File: src/rtl/bitty_pkg.sv
// Shared types and default widths for the bitty program sequencer.
package bitty_pkg;

    localparam int unsigned BITTY_ADDR_W  = 8;
    localparam int unsigned BITTY_INSTR_W = 16;

    typedef enum logic [2:0] {
        StIdle,
        StFetch,
        StIssue,
        StExec,
        StHalted
    } seq_state_t;

    // Width needed to hold 0..max_val, never less than one bit.
    function automatic int unsigned cnt_width(input int unsigned max_val);
        return (max_val < 2) ? 1 : $clog2(max_val + 1);
    endfunction

endpackage

File: src/rtl/bitty_pc_unit.sv
// Program counter register with the branch/increment next-PC mux.
module bitty_pc_unit
    import bitty_pkg::*;
#(
    parameter int unsigned ADDR_W   = BITTY_ADDR_W,
    parameter int unsigned RESET_PC = 0
) (
    input  logic              clk_i,
    input  logic              reset_i,
    input  logic              load_i,
    input  logic              br_taken_i,
    input  logic [ADDR_W-1:0] br_target_i,
    output logic [ADDR_W-1:0] pc_o,
    output logic [ADDR_W-1:0] next_pc_o
);

    localparam logic [ADDR_W-1:0] ResetPc = ADDR_W'(RESET_PC);

    logic [ADDR_W-1:0] pc_q;

    // Next PC is exposed combinationally so the breakpoint compare sees it before the load.
    always_comb begin
        next_pc_o = br_taken_i ? br_target_i : (pc_q + ADDR_W'(1));
    end

    // PC loads on instruction completion only.
    always_ff @(posedge clk_i) begin
        if (reset_i) begin
            pc_q <= ResetPc;
        end else if (load_i) begin
            pc_q <= next_pc_o;
        end
    end

    assign pc_o = pc_q;

endmodule

File: src/rtl/bitty_seq.sv
// Fetch/issue/execute sequencer for the bitty core: owns the PC, drives instruction
// memory, and adds single-step, halt request, breakpoint and an execute watchdog.
module bitty_seq
    import bitty_pkg::*;
#(
    parameter int unsigned ADDR_W     = BITTY_ADDR_W,
    parameter int unsigned INSTR_W    = BITTY_INSTR_W,
    parameter int unsigned FETCH_WAIT = 1,
    parameter int unsigned TIMEOUT    = 255,
    parameter int unsigned CNT_W      = 16,
    parameter int unsigned RESET_PC   = 0
) (
    input  logic               clk,
    input  logic               reset,
    input  logic               run,
    input  logic               step,
    input  logic               resume,
    input  logic               halt_req,
    input  logic               bp_en,
    input  logic [ADDR_W-1:0]  bp_addr,
    output logic [ADDR_W-1:0]  mem_addr,
    input  logic [INSTR_W-1:0] mem_rdata,
    output logic               core_run,
    output logic [INSTR_W-1:0] core_instr,
    input  logic               core_done,
    input  logic               br_taken,
    input  logic [ADDR_W-1:0]  br_target,
    output logic [ADDR_W-1:0]  pc,
    output logic               halted,
    output logic               err_timeout,
    output logic [CNT_W-1:0]   retired
);

    localparam int unsigned FwW = cnt_width(FETCH_WAIT);
    localparam int unsigned ToW = cnt_width(TIMEOUT);
    localparam logic [FwW-1:0] FwLast = FwW'((FETCH_WAIT == 0) ? 0 : FETCH_WAIT - 1);
    localparam logic [ToW-1:0] ToLast = ToW'((TIMEOUT == 0) ? 0 : TIMEOUT - 1);

    seq_state_t         state_q;
    logic               core_run_q;
    logic [INSTR_W-1:0] core_instr_q;
    logic               halted_q;
    logic               err_q;
    logic [CNT_W-1:0]   retired_q;
    logic               halt_pend_q;
    logic               step_mode_q;
    logic [FwW-1:0]     fetch_cnt_q;
    logic [ToW-1:0]     wdog_q;

    logic               exec_done;
    logic [ADDR_W-1:0]  next_pc;
    logic               bp_hit;
    logic               wdog_expire;

    // Completion is only honoured in EXEC; stray core_done elsewhere has no effect.
    always_comb begin
        exec_done   = (state_q == StExec) && core_done;
        bp_hit      = bp_en && (next_pc == bp_addr);
        wdog_expire = (TIMEOUT != 0) && (wdog_q == ToLast);
    end

    bitty_pc_unit #(
        .ADDR_W   (ADDR_W),
        .RESET_PC (RESET_PC)
    ) u_pc (
        .clk_i       (clk),
        .reset_i     (reset),
        .load_i      (exec_done),
        .br_taken_i  (br_taken),
        .br_target_i (br_target),
        .pc_o        (pc),
        .next_pc_o   (next_pc)
    );

    // Sequencer FSM with registered outputs, fetch latency, watchdog and retire count.
    always_ff @(posedge clk) begin
        if (reset) begin
            state_q      <= StIdle;
            core_run_q   <= 1'b0;
            core_instr_q <= '0;
            halted_q     <= 1'b0;
            err_q        <= 1'b0;
            retired_q    <= '0;
            halt_pend_q  <= 1'b0;
            step_mode_q  <= 1'b0;
            fetch_cnt_q  <= '0;
            wdog_q       <= '0;
        end else begin
            core_run_q <= 1'b0;
            // Entering HALTED below clears this again, so a pending halt is consumed once.
            if (halt_req) begin
                halt_pend_q <= 1'b1;
            end
            case (state_q)
                StIdle: begin
                    if (halt_pend_q) begin
                        state_q     <= StHalted;
                        halted_q    <= 1'b1;
                        halt_pend_q <= 1'b0;
                    end else if (step) begin
                        state_q     <= StFetch;
                        step_mode_q <= 1'b1;
                        fetch_cnt_q <= '0;
                    end else if (run) begin
                        state_q     <= StFetch;
                        step_mode_q <= 1'b0;
                        fetch_cnt_q <= '0;
                    end
                end
                StFetch: begin
                    if (fetch_cnt_q == FwLast) begin
                        core_instr_q <= mem_rdata;
                        core_run_q   <= 1'b1;
                        state_q      <= StIssue;
                    end else begin
                        fetch_cnt_q <= fetch_cnt_q + FwW'(1);
                    end
                end
                StIssue: begin
                    state_q <= StExec;
                    wdog_q  <= '0;
                end
                StExec: begin
                    if (core_done) begin
                        retired_q <= retired_q + CNT_W'(1);
                        if (halt_pend_q || step_mode_q || bp_hit) begin
                            state_q     <= StHalted;
                            halted_q    <= 1'b1;
                            halt_pend_q <= 1'b0;
                        end else if (run) begin
                            state_q     <= StFetch;
                            fetch_cnt_q <= '0;
                        end else begin
                            state_q <= StIdle;
                        end
                    end else if (wdog_expire) begin
                        err_q       <= 1'b1;
                        state_q     <= StHalted;
                        halted_q    <= 1'b1;
                        halt_pend_q <= 1'b0;
                    end else begin
                        wdog_q <= wdog_q + ToW'(1);
                    end
                end
                StHalted: begin
                    if (step) begin
                        state_q     <= StFetch;
                        step_mode_q <= 1'b1;
                        fetch_cnt_q <= '0;
                        halted_q    <= 1'b0;
                    end else if (resume) begin
                        halted_q    <= 1'b0;
                        step_mode_q <= 1'b0;
                        fetch_cnt_q <= '0;
                        state_q     <= run ? StFetch : StIdle;
                    end
                end
                default: begin
                    state_q <= StIdle;
                end
            endcase
        end
    end

    assign mem_addr    = pc;
    assign core_run    = core_run_q;
    assign core_instr  = core_instr_q;
    assign halted      = halted_q;
    assign err_timeout = err_q;
    assign retired     = retired_q;

endmodule

File: config.mk
export PLATFORM = sky130hd
export DESIGN_NAME = bitty_seq
export DESIGN_NICKNAME = d
export VERILOG_FILES = /design/src/rtl/bitty_pkg.sv /design/src/rtl/bitty_pc_unit.sv /design/src/rtl/bitty_seq.sv
export SDC_FILE = /design/constraint.sdc
export NUM_CORES = 1
export LEC_CHECK = 0
export BUFFER_PORTS_ARGS = -buffer_cell sky130_fd_sc_hd__buf_2
export CORE_MARGIN = 10
export CORE_UTILIZATION = 51
export CTS_BUF_LIST = sky130_fd_sc_hd__clkbuf_4 sky130_fd_sc_hd__clkbuf_8 sky130_fd_sc_hd__clkbuf_16
export CTS_CLUSTER_DIAMETER = 200
export DETAILED_ROUTE_END_ITERATION = 10
export GPL_TIMING_DRIVEN = 0
export PLACE_DENSITY_LB_ADDON = 0.12
export SLEW_MARGIN = 20
export SYNTH_ARGS = -nofsm -noshare
export SYNTH_HDL_FRONTEND = slang
export SYNTH_SLANG_ARGS = --single-unit
File: constraint.sdc
create_clock -name clk -period 2.75 [get_ports clk]
set_input_delay 0.4125 -clock clk [delete_from_list [all_inputs] [get_ports clk]]
set_output_delay 0.4125 -clock clk [all_outputs]
set_load 0.03 [all_outputs]
==> metrics.md <==
| Metric | Value |
|---|---|
| Die W | 96.45 um |
| Number of setup buffers added after CTS | 0 |
| Post-cts gate resize count | 0 |
| RSZ-0062 raised after global routing | false |
| Max-slew violation count | 0 |
| Total wirelength of the detailed-routed design | 8242 um |
| Post-placement worst setup slack | 0.2474 ns |
| Length of the first detailed-routing pass in iterations | 4 |
| Hold-fix buffers, CTS | 0 |
| Internal cell power | 1.807 mW |
| Count of clock tree sinks | 57 |
| Initial standard-cell utilization of the core | 0.5347 |
| Required time of the critical path | 3.01 ns |
| R2R depth | 7 |
| Worst flop-to-flop path endpoint | state_q[2]$_SDFFE_PP0P_ |
| Routed length per placed instance | 14.85 um |
| Synthesized netlist cell count | 377 |
| Placement Rows | 27 |
| Number of enable flip-flop cells after synthesis | 0 |
| Multi-input gate area | 1668 um2 |
| Cell area after technology mapping | 2980 um2 |
| Area contributors post-synth | sky130_fd_sc_hd__dfxtp_1 (38%), sky130_fd_sc_hd__nand2_1 (7.3%), sky130_fd_sc_hd__xor2_1 (7.1%) |
| Most common cell after layout, fill and taps aside | sky130_fd_sc_hd__buf_2 |
| H-tree depth reported by CTS | 3 |
| Proportion of synthesized flip-flops having asynchronous set or reset | 0 |
| CTS Buf Count | 9 |
| Core Footprint | 5574 um2 |
| Final setup violation count | 0 |
| Vias per inst | 5.357 |
| GRT Resource Usage Total | 0.1781 |
| Number of antenna violations at the first check in global routing | 0 |
| Fraction of final layout cells sized beyond drive strength 1 | 0.2609 |
| Max-cap viol count | 0 |
| Highest ir drop seen on vdd | 0.4075 mV |
| Area of the die | 9302 um2 |
| Number of antenna diodes | 0 |
| Worst-Margin Slew | 0.7429 ns |
| Fraction of synthesized cell area taken by the top area cell type | 0.3829 |
| First-pass GRT wire length | 13200 um |
| Top library cells by usage in the layout, fill and taps aside | sky130_fd_sc_hd__buf_2 (92), sky130_fd_sc_hd__nand2_1 (58), sky130_fd_sc_hd__dfxtp_1 (56), sky130_fd_sc_hd__nor2_1 (51), sky130_fd_sc_hd__a21oi_1 (34) |
| Class of the tightest hold or removal check | input port to register |
| Mean cell area of the mapped netlist | 7.905 um2 |
| Slew margin rel. | 0.5006 |
| Final Cycle Share | 0.8883 |
| Post-route antenna net violation count | 0 |
| Clock slew at the register clock pins of the worst setup and hold paths | 0.07 ns |
| Clock tree from TritonCTS | yes |
| RePlAce Congestion | 0.8778 |
| Clk Latency, worst-skew pair | 0.34 ns |
| Maximum fanout along the worst path | 7 |
| Critical path class | register to register |
| Initial drt markers | 103 |
| Number of I/O pins | 92 |
| Reg2reg setup slack | 0.31 ns |
| Nets@finish | 523 |
| Hold EP | core_instr[12]$_SDFFE_PP0P_ |
| Distinct cells, synth | 50 |
| Proportion of power drawn by the clock network | 0.372 |
| Smallest setup slack after layout | 0.3073 ns |
| Flip-flop and latch area | 1142 um2 |
| Post-synth top flop | sky130_fd_sc_hd__dfxtp_1 |
| Number of buffers added on ports | 90 |
| Cell Pwr Density | 704.0 nW/um2 |
| Endpoint type of the worst setup path | register |
| Pin count of the biggest net entering global routing | 11 |
| Min Clock Period, post-route | 2.443 ns |
| Yosys top cell by area | sky130_fd_sc_hd__dfxtp_1 |
| Highest clock rate | 0.4094 GHz |
| Number of buffers on the longest clock path | 2 |
| Fraction of power consumed by combinational cells | 0.264 |
| Fill cell total of the finished layout | 497 |
| Syn Nets | 422 |
| Seq pwr share | 0.364 |
| FF+latch count, synth | 57 |
| Clk root buf | sky130_fd_sc_hd__clkbuf_8 |
| Hold_sp | mem_rdata[12] |
| Kind of launch point of the worst setup path | register |
| Total half-perimeter wirelength after legalization and detailed placement | 6310 um |
| Final number of hold-violating endpoints | 0 |
| P_leak | 1.637 nW |
| Final worst clock skew | 0.009326 ns |
| Worst hold stages | 3 |
| Number of remaining DRC errors | 0 |
| GRT overflow | 0 |
| Outcome | completed |
| Psw | 0.8538 mW |
| Crit path arrival time | 2.70 ns |
| Die span in y | 96.45 um |
| Vias in the first global route | 2824 |
| Total negative slack for setup checks | 0 ns |
| Overall power after layout | 2.661 mW |
| Vias after detailed routing | 2973 |
| Source of the worst register-to-register timing path | u_pc.pc_o[1]$_SDFFE_PP0P_ |
| Share of the yosys chip area belonging to registers | 0.3829 |
| Layout area overhead | 26.83% |
| Sw Ratio | 0.3209 |
| Yosys Warn Count | 0 |
[routing by layer]
layer | GRT usage | part of all wire | vias up
li1 | - | - | 1498
met4 | 0.04964 | 0.0090 | 0
met5 | 0 | 0 | -
met3 | 0.05860 | 0.074 | 8
met2 | 0.3085 | 0.52 | 111
met1 | 0.2052 | 0.40 | 1356
[cell type report]
class                      count  share of cell area
tap                           72             0.02383
clock inverter                 4             0.02615
multi-input combinational    285              0.4412
buffer                        27             0.03740
sequential                    57              0.3022
timing repair buffer          90              0.1192
inverter                       8            0.007944
clock buffer                  12             0.04204
[state kept, by name (all words and copies together) (netlist names)]
signal	cells
halt_pend_q	1
state_q	3
err_timeout	1
fetch_cnt_q	1
core_instr	16
step_mode_q	1
wdog_q	8
halted	1
u_pc.pc_o	8
core_run	1
retired	16
[critical path: stages, from the launching register on]
cell and delay (ns):
sky130_fd_sc_hd__dfxtp_1 0.43, sky130_fd_sc_hd__ha_1 0.26, sky130_fd_sc_hd__nand3_1 0.18, sky130_fd_sc_hd__or3_1 0.38, sky130_fd_sc_hd__a31oi_1 0.27, sky130_fd_sc_hd__xor2_1 0.13
sky130_fd_sc_hd__or4_4 0.54, sky130_fd_sc_hd__o31ai_4 0.17
[synthesized netlist by cell type, types with 2 or more instances]
cell and count:
sky130_fd_sc_hd__inv_1 8, sky130_fd_sc_hd__o41ai_1 2, sky130_fd_sc_hd__nand4_1 8, sky130_fd_sc_hd__o32a_1 2, sky130_fd_sc_hd__xnor2_1 11, sky130_fd_sc_hd__o21bai_1 2, sky130_fd_sc_hd__nand3_1 10, sky130_fd_sc_hd__nand2b_1 8
sky130_fd_sc_hd__buf_2 2, sky130_fd_sc_hd__xor2_1 24, sky130_fd_sc_hd__buf_4 8, sky130_fd_sc_hd__a31oi_1 3, sky130_fd_sc_hd__nand2_1 58, sky130_fd_sc_hd__or3_1 5, sky130_fd_sc_hd__nor2b_1 2, sky130_fd_sc_hd__or4_1 2
sky130_fd_sc_hd__or4_4 3, sky130_fd_sc_hd__nor2_1 51, sky130_fd_sc_hd__a21oi_1 34, sky130_fd_sc_hd__clkbuf_1 15, sky130_fd_sc_hd__a22oi_1 3, sky130_fd_sc_hd__and4_1 4, sky130_fd_sc_hd__ha_1 4, sky130_fd_sc_hd__and3_1 2
sky130_fd_sc_hd__o31ai_1 3, sky130_fd_sc_hd__o21ai_0 15, sky130_fd_sc_hd__o21ai_1 2, sky130_fd_sc_hd__nor4_1 2, sky130_fd_sc_hd__dfxtp_1 57, sky130_fd_sc_hd__mux2i_1 4, sky130_fd_sc_hd__nor3_1 3, sky130_fd_sc_hd__nor4_2 2
[power groups by stage]
stage	Sequential, mW	Clock (mW)	Combinational, mW
2_1_floorplan	1.09	0	0.386
3_3_place_gp	0.979	0	0.693
3_5_place_dp	0.983	0	0.702
4_1_cts	0.966	1.01	0.707
5_1_grt	0.978	1.04	0.778
6_report	0.967	0.991	0.703
[stage by stage]
stage / cell area, um2 / hold WS, ns / instances / utilization
floorplan: 2980 / 0.4385 / 377 / -
global placement: 3521 / 0.4392 / 539 / 0.6317
detailed placement: 3521 / 0.4436 / 539 / 0.6317
CTS: 3779 / 0.2964 / 555 / 0.6779
global route: 3780 / 0.3062 / 555 / 0.6781
finish: 3780 / 0.3105 / 555 / 0.6781
[how the worst max path moves through the flow]
stage	slack (ns)	startpoint	to
2_1_floorplan	0.29	u_pc.pc_o[0]$_SDFFE_PP0P_	state_q[2]$_SDFFE_PP0P_
3_3_place_gp	0.26	u_pc.pc_o[0]$_SDFFE_PP0P_	state_q[2]$_SDFFE_PP0P_
3_5_place_dp	0.25	u_pc.pc_o[0]$_SDFFE_PP0P_	state_q[2]$_SDFFE_PP0P_
4_1_cts	0.23	u_pc.pc_o[0]$_SDFFE_PP0P_	state_q[2]$_SDFFE_PP0P_
5_1_grt	0.09	u_pc.pc_o[1]$_SDFFE_PP0P_	state_q[2]$_SDFFE_PP0P_
6_report	0.31	u_pc.pc_o[1]$_SDFFE_PP0P_	state_q[2]$_SDFFE_PP0P_
[logic make-up after synthesis]
group                      Yosys count  synth area share
AOI/OAI and AO/OA                   76            0.1570
xor gates and xnor gates            35            0.1029
adders and majority gates            4           0.01679
buffers and inverters               35           0.05751
DFF                                 57            0.3829
muxes                                4           0.01343
and+or+nand+nor                    166            0.2695
Note: power is estimated with default switching activity, not from simulation.
